===== config.mk =====
export PLATFORM = sky130hd
export DESIGN_NAME = maze_move_ctrl
export DESIGN_NICKNAME = d
export VERILOG_FILES = /design/src/rtl/maze_pkg.sv /design/src/rtl/maze_adjacency.sv /design/src/rtl/maze_move_ctrl.sv
export SDC_FILE = /design/constraint.sdc
export NUM_CORES = 1
export LEC_CHECK = 0
export CORE_MARGIN = 2
export CORE_UTILIZATION = 40
export DETAILED_ROUTE_END_ITERATION = 12
export PLACE_DENSITY_LB_ADDON = 0.25
export SLEW_MARGIN = 5
export SYNTH_ARGS = -nofsm -noshare
export SYNTH_HDL_FRONTEND = slang
export SYNTH_SLANG_ARGS = --single-unit

===== constraint.sdc =====
create_clock -name i_clk -period 8.1 [get_ports i_clk]
set_input_delay 1.62 -clock i_clk [delete_from_list [all_inputs] [get_ports i_clk]]
set_output_delay 1.62 -clock i_clk [all_outputs]
set_load 0.02 [all_outputs]

===== src/rtl/maze_pkg.sv =====
// rtl/maze_pkg.sv - shared cell/heading/FSM types and default maze size for the move controller
package maze_pkg;
    localparam int MAZE_COLS = 6;
    localparam int MAZE_ROWS = 6;

    typedef logic [5:0] cell_t;

    typedef enum logic [1:0] {
        N = 2'd0,
        E = 2'd1,
        S = 2'd2,
        W = 2'd3
    } heading_t;

    typedef enum logic [2:0] {
        ST_IDLE,
        ST_CHECK,
        ST_TURN,
        ST_DRIVE,
        ST_DONE,
        ST_ERR
    } move_fsm_t;
endpackage


===== src/rtl/maze_adjacency.sv =====
// rtl/maze_adjacency.sv - combinational neighbour check: range, row-wrap and desired heading
module maze_adjacency
    import maze_pkg::*;
#(
    parameter int COLS = MAZE_COLS,
    parameter int ROWS = MAZE_ROWS
) (
    input  logic [5:0] i_cur,
    input  logic [5:0] i_tgt,
    output logic       o_valid,
    output logic       o_same,
    output heading_t   o_heading
);
    localparam int NCELLS = ROWS * COLS;

    logic [31:0] w_cur;
    logic [31:0] w_tgt;
    logic [31:0] w_col;
    logic        w_in_range;
    logic        w_n;
    logic        w_e;
    logic        w_s;
    logic        w_w;

    assign w_cur      = 32'(i_cur);
    assign w_tgt      = 32'(i_tgt);
    assign w_col      = w_cur % 32'(COLS);
    assign w_in_range = (w_tgt < 32'(NCELLS));

    // East/west moves are only legal when they stay inside the current row.
    assign w_n = (w_cur >= 32'(COLS)) && (w_tgt == w_cur - 32'(COLS));
    assign w_s = (w_tgt == w_cur + 32'(COLS));
    assign w_e = (w_col != 32'(COLS - 1)) && (w_tgt == w_cur + 32'd1);
    assign w_w = (w_col != 32'd0) && (w_tgt + 32'd1 == w_cur);

    assign o_same  = w_in_range && (w_tgt == w_cur);
    assign o_valid = w_in_range && (o_same || w_n || w_e || w_s || w_w);

    always_comb begin
        o_heading = N;
        if (w_e)
            o_heading = E;
        else if (w_s)
            o_heading = S;
        else if (w_w)
            o_heading = W;
    end
endmodule


===== src/rtl/maze_move_ctrl.sv =====
// rtl/maze_move_ctrl.sv - executes one-cell maze moves: check, turn in 90 degree quanta, drive, report
module maze_move_ctrl
    import maze_pkg::*;
#(
    parameter int COLS         = MAZE_COLS,
    parameter int ROWS         = MAZE_ROWS,
    parameter int TURN_CYCLES  = 50000,
    parameter int DRIVE_CYCLES = 200000
) (
    input  logic       i_clk,
    input  logic       i_rst,
    input  logic       i_timer_start,
    input  logic [5:0] i_next_state,
    input  logic       i_load_start,
    input  logic [5:0] i_start_state,
    output logic [5:0] o_maze_state,
    output logic       o_move_complete,
    output logic       o_move_error,
    output logic [1:0] o_heading,
    output logic       o_motor_l_en,
    output logic       o_motor_r_en,
    output logic       o_motor_l_dir,
    output logic       o_motor_r_dir,
    output logic       o_busy
);
    localparam int MAXC = (TURN_CYCLES > DRIVE_CYCLES) ? TURN_CYCLES : DRIVE_CYCLES;
    localparam int CW   = (MAXC > 1) ? $clog2(MAXC) : 1;

    move_fsm_t   r_state;
    cell_t       r_maze_state;
    cell_t       r_target;
    heading_t    r_heading;
    heading_t    r_desired;
    logic        r_turn_left;
    logic [CW-1:0] r_cnt;
    logic        r_move_complete;
    logic        r_move_error;
    logic        r_l_en;
    logic        r_r_en;
    logic        r_l_dir;
    logic        r_r_dir;
    logic        r_busy;

    logic        w_valid;
    logic        w_same;
    heading_t    w_desired;
    logic [1:0]  w_turns;
    logic [1:0]  w_hd_step;

    maze_adjacency #(.COLS(COLS), .ROWS(ROWS)) u_adj (
        .i_cur     (r_maze_state),
        .i_tgt     (r_target),
        .o_valid   (w_valid),
        .o_same    (w_same),
        .o_heading (w_desired)
    );

    assign w_turns   = w_desired - r_heading;
    assign w_hd_step = r_turn_left ? (r_heading - 2'd1) : (r_heading + 2'd1);

    always_ff @(posedge i_clk) begin
        if (i_rst) begin
            r_state         <= ST_IDLE;
            r_maze_state    <= '0;
            r_target        <= '0;
            r_heading       <= N;
            r_desired       <= N;
            r_turn_left     <= 1'b0;
            r_cnt           <= '0;
            r_move_complete <= 1'b0;
            r_move_error    <= 1'b0;
            r_l_en          <= 1'b0;
            r_r_en          <= 1'b0;
            r_l_dir         <= 1'b0;
            r_r_dir         <= 1'b0;
            r_busy          <= 1'b0;
        end else begin
            r_move_complete <= 1'b0;
            r_move_error    <= 1'b0;
            case (r_state)
                ST_IDLE: begin
                    if (i_load_start) begin
                        r_maze_state <= i_start_state;
                        r_heading    <= N;
                    end else if (i_timer_start) begin
                        r_target <= i_next_state;
                        r_state  <= ST_CHECK;
                        r_busy   <= 1'b1;
                    end
                end
                ST_CHECK: begin
                    r_cnt       <= '0;
                    r_desired   <= w_desired;
                    // A half turn uses two right quanta; only a 3-step delta turns left.
                    r_turn_left <= (w_turns == 2'd3);
                    if (!w_valid) begin
                        r_state      <= ST_ERR;
                        r_move_error <= 1'b1;
                    end else if (w_same) begin
                        r_state         <= ST_DONE;
                        r_maze_state    <= r_target;
                        r_move_complete <= 1'b1;
                    end else if (w_turns != 2'd0) begin
                        r_state <= ST_TURN;
                        r_l_en  <= 1'b1;
                        r_r_en  <= 1'b1;
                        r_l_dir <= (w_turns != 2'd3);
                        r_r_dir <= (w_turns == 2'd3);
                    end else begin
                        r_state <= ST_DRIVE;
                        r_l_en  <= 1'b1;
                        r_r_en  <= 1'b1;
                        r_l_dir <= 1'b1;
                        r_r_dir <= 1'b1;
                    end
                end
                ST_TURN: begin
                    if (r_cnt == CW'(TURN_CYCLES - 1)) begin
                        r_cnt     <= '0;
                        r_heading <= heading_t'(w_hd_step);
                        if (w_hd_step == r_desired) begin
                            r_state <= ST_DRIVE;
                            r_l_dir <= 1'b1;
                            r_r_dir <= 1'b1;
                        end
                    end else begin
                        r_cnt <= r_cnt + CW'(1);
                    end
                end
                ST_DRIVE: begin
                    if (r_cnt == CW'(DRIVE_CYCLES - 1)) begin
                        r_cnt           <= '0;
                        r_state         <= ST_DONE;
                        r_maze_state    <= r_target;
                        r_move_complete <= 1'b1;
                        r_l_en          <= 1'b0;
                        r_r_en          <= 1'b0;
                        r_l_dir         <= 1'b0;
                        r_r_dir         <= 1'b0;
                    end else begin
                        r_cnt <= r_cnt + CW'(1);
                    end
                end
                ST_DONE, ST_ERR: begin
                    r_state <= ST_IDLE;
                    r_busy  <= 1'b0;
                end
                default: begin
                    r_state <= ST_IDLE;
                    r_busy  <= 1'b0;
                end
            endcase
        end
    end

    assign o_maze_state    = r_maze_state;
    assign o_move_complete = r_move_complete;
    assign o_move_error    = r_move_error;
    assign o_heading       = r_heading;
    assign o_motor_l_en    = r_l_en;
    assign o_motor_r_en    = r_r_en;
    assign o_motor_l_dir   = r_l_dir;
    assign o_motor_r_dir   = r_r_dir;
    assign o_busy          = r_busy;
endmodule


==> run_results.csv <==
group,metric,value,unit
outcome,status,"finished, final reports clean",
power,p_leak,1.44,nW
worst_setup_path,r2r_end,"o_motor_r_dir",
global_route,grt_pass1_wl,14100,um
sta,clock_skew,9.37,ps
worst_setup_path,timing.rr.start,"o_maze_state[2]",
floorplanning,row_count,33,
place,port_buffers,30,
sta,timing.final.crit_share,70.4,%
drt,first_pass_iters,5,
worst_hold_path,worstHoldStart,"o_motor_r_en",
sta,setup_violations,0,
logic_synthesis,yosysSeqAreaShare,25.6,%
sta,maxSlewHeadroom,33.3,%
logic_synthesis,syn_area_per_cell,7.64,um^2
floorplanning,die_height,96.8,um
logic_synthesis,async_flop_share,0,%
global_route,grt_usage,17.5,%
floorplanning,core_area,0.00830,mm^2
place,gp_congestion,0.918,
clock_network,cts_resized,0,
cells_and_area,drive_gt1_share,7.79,%
run,maxCapViolations,0,
cells_and_area,finalNonFillerCells,567,
floorplanning,start_util,41.5,%
sta,timing.fmax,175,MHz
worst_hold_path,hold_path_depth,2,
sta,worst-slew-pin-transition,997,ps
drt,route.final.wire_length,8470,um
floorplanning,die-area,0.00938,mm^2
cells_and_area,finalNetCount,489,
logic_synthesis,synth_nets,479,
power,power_density,202,mW/mm^2
cells_and_area,fin_util,46.9,%
global_route,grt_start_max_net_pins,47,
drt,viasPerCell,5.81,
logic_synthesis,synth_edf_count,0,
cells_and_area,final_area,0.00389,mm^2
sta,hold_violations,0,
clock_network,cts_hold_buf,0,
logic_synthesis,ys.flop_type,"dfxtp_1",
clock_network,cts_tree,"built",
worst_setup_path,startpoint,"o_maze_state[2]",
logic_synthesis,syn_inst,451,
clock_network,htree_levels,2,
place,placed_area,0.00377,mm^2
worst_setup_path,start_kind,"flip-flop",
worst_setup_path,crit_required,8310,ps
sta,slew_violations,0,
logic_synthesis,yosysWarnings,0,
clock_network,root_buffer,"clkbuf_8",
worst_setup_path,end_kind,"flip-flop",
logic_synthesis,synth_area,0.00345,mm^2
worst_setup_path,reg2reg_slack,2400,ps
sta,rsz0062_at_grt,"no",
place,dp_hpwl,6220,um
drt,drc,0,
worst_setup_path,critPathArrivalTime,5910,ps
cells_and_area,synthToLayoutAreaGrowth,12.9,%
worst_setup_path,path_max_fanout,18,
logic_synthesis,ys_ff_latch,44,
place,dp_cells,559,
clock_network,cts_setup_buffers,0,
global_route,grt_pass1_vias,2932,
sta,finalSetupTns,0,ps
worst_setup_path,worstSetupPathType,"reg2reg",
drt,drt_iter0_drc,135,
clock_network,path_clk_slew,90,ps
clock_network,clock_path_buffers,2,
floorplanning,die_w,96.8,um
drt,vias,3295,
clock_network,clock_sinks,44,
global_route,overflow,0,
worst_hold_path,worst_hold_path.endpoint,"o_motor_r_en",
sta,holdWs,480,ps
sta,period_needed,5700,ps
clock_network,cts_buffers,5,
logic_synthesis,ys_types,74,
drt,routedWlPerCell,14.9,um
worst_setup_path,reg2reg_depth,20,
cells_and_area,num_antenna_cells,0,
drt,ant_nets,0,
global_route,antenna_found_initial,0,
clock_network,insertion_delay,300,ps
floorplanning,io-pin-count,31,
worst_hold_path,hold_path.class,"reg2reg",
power,peakVddDrop,86.4,uV
## sequential cells by signal, summed over array words and instances (netlist names), 2 cells and up
name	flops
o_maze_state	6
r_cnt	18
r_desired	2
r_state	3
o_heading	2
r_target	6
## routing by layer
layer  part of all wire [%]  vias to the layer above  track usage, %
met5                      0                        -               0
met4                    1.4                        0            4.77
met3                    4.4                       11            2.46
met2                     45                       83            28.3
met1                     49                     1550            24.4
li1                       -                     1651               -
## layout make-up
class | count | area, um^2
fillers | 860 | 4410
multi-input cells | 368 | 2410
flip-flops and latches | 44 | 881
repair buffers | 32 | 315
well taps | 105 | 131
clock buffers | 6 | 82.6
clock inverters | 2 | 38.8
inverters | 10 | 37.5
## power breakdown
part / internal [mW] / switching, mW
registers: 0.228 / 0.0351
logic: 0.152 / 0.188
clock network: 0.101 / 0.0833
total: 0.481 / 0.306
## layout by cell type (no fill, tap or decap), types with 3 or more instances in the layout
| master | n |
|---|---|
| mux2i_1 | 13 |
| inv_1 | 9 |
| nor3_1 | 14 |
| a311oi_1 | 7 |
| o32ai_1 | 3 |
| and2_1 | 4 |
| o21ai_0 | 26 |
| xor2_1 | 8 |
| a211oi_1 | 9 |
| nor4_1 | 5 |
| or2_2 | 4 |
| nor2_1 | 74 |
| dfxtp_1 | 44 |
| nand2_1 | 37 |
| xnor2_1 | 15 |
| ha_1 | 12 |
| a31oi_1 | 7 |
| nand3b_1 | 3 |
| nand3_1 | 9 |
| and3_1 | 13 |
| nor2b_1 | 5 |
| clkbuf_8 | 6 |
| nand2b_1 | 5 |
| clkdlybuf4s50_1 | 30 |
| a21oi_1 | 35 |
| o22ai_1 | 4 |
| nand4_1 | 3 |
## cell families (layout without fill, tap and decap cells)
family,after synthesis,after routing,share of synthesized area [%]
AO/OA/AOI/OAI,126,126,26.8
XOR/XNOR,24,24,6.32
adder cells (fa/ha/maj),12,12,4.36
buffers and inverters,39,50,4.65
flip-flops,44,44,25.6
multiplexers,15,15,4.86
AND/OR/NAND/NOR,191,191,27.4
## stage by stage
step / total power, mW / setup WS (ps)
5_1_grt: 0.836 / 1990
3_3_place_gp: 0.599 / 2630
2_1_floorplan: 0.530 / 3000
6_report: 0.787 / 2400
3_5_place_dp: 0.604 / 2430
4_1_cts: 0.789 / 2420
## synth_stat cells (all sizes together), types with 3 or more instances
library cell | n | area (um^2)
nor2 | 74 | 278
dfxtp | 44 | 881
nand2 | 38 | 145
a21oi | 36 | 191
o21ai | 27 | 135
clkbuf | 24 | 90.1
nor3 | 15 | 86.3
xnor2 | 15 | 131
mux2i | 14 | 153
and3 | 13 | 81.3
ha | 12 | 150
a211oi | 9 | 67.6
inv | 9 | 33.8
nand3 | 9 | 45.0
xor2 | 9 | 86.3
a311oi | 7 | 61.3
a31oi | 7 | 43.8
nor4 | 6 | 52.6
o22ai | 6 | 50.0
buf | 5 | 32.5
nand2b | 5 | 31.3
nor2b | 5 | 31.3
or2 | 5 | 31.3
a2111oi | 4 | 55.1
and2 | 4 | 25.0
nand3b | 3 | 22.5
nand4 | 3 | 18.8
o21a | 3 | 23.8
o32ai | 3 | 26.3
## worst max-delay path: stages (launching register included)
cell and delay (ps):
dfxtp_1 710, clkinv_1 440, ha_1 320, or3b_4 420, and2_1 180, ha_1 330, and3b_4 370, a2bb2oi_2 250
nand2_1 110, nor4_1 390, or2_1 240, ha_1 270, o22ai_2 160, mux2_4 340, o2bb2ai_4 150, ha_1 350
nor2_1 130, xnor2_1 140, xnor2_1 140, nor2_1 50, o32ai_1 110
## how the worst max path moves through the flow
| stage | endpoint | slack, ps | cells past startpoint |
|---|---|---|---|
| after global routing | o_motor_r_dir | 1990 | 20 |
| after detailed placement | o_motor_r_dir | 2430 | 20 |
| after floorplan | o_motor_r_dir | 3000 | 21 |
| after CTS | o_motor_r_dir | 2420 | 20 |
| after global placement | o_motor_r_dir | 2630 | 20 |
| final | o_motor_r_dir | 2400 | 20 |
(Power assumes the default switching activity.)
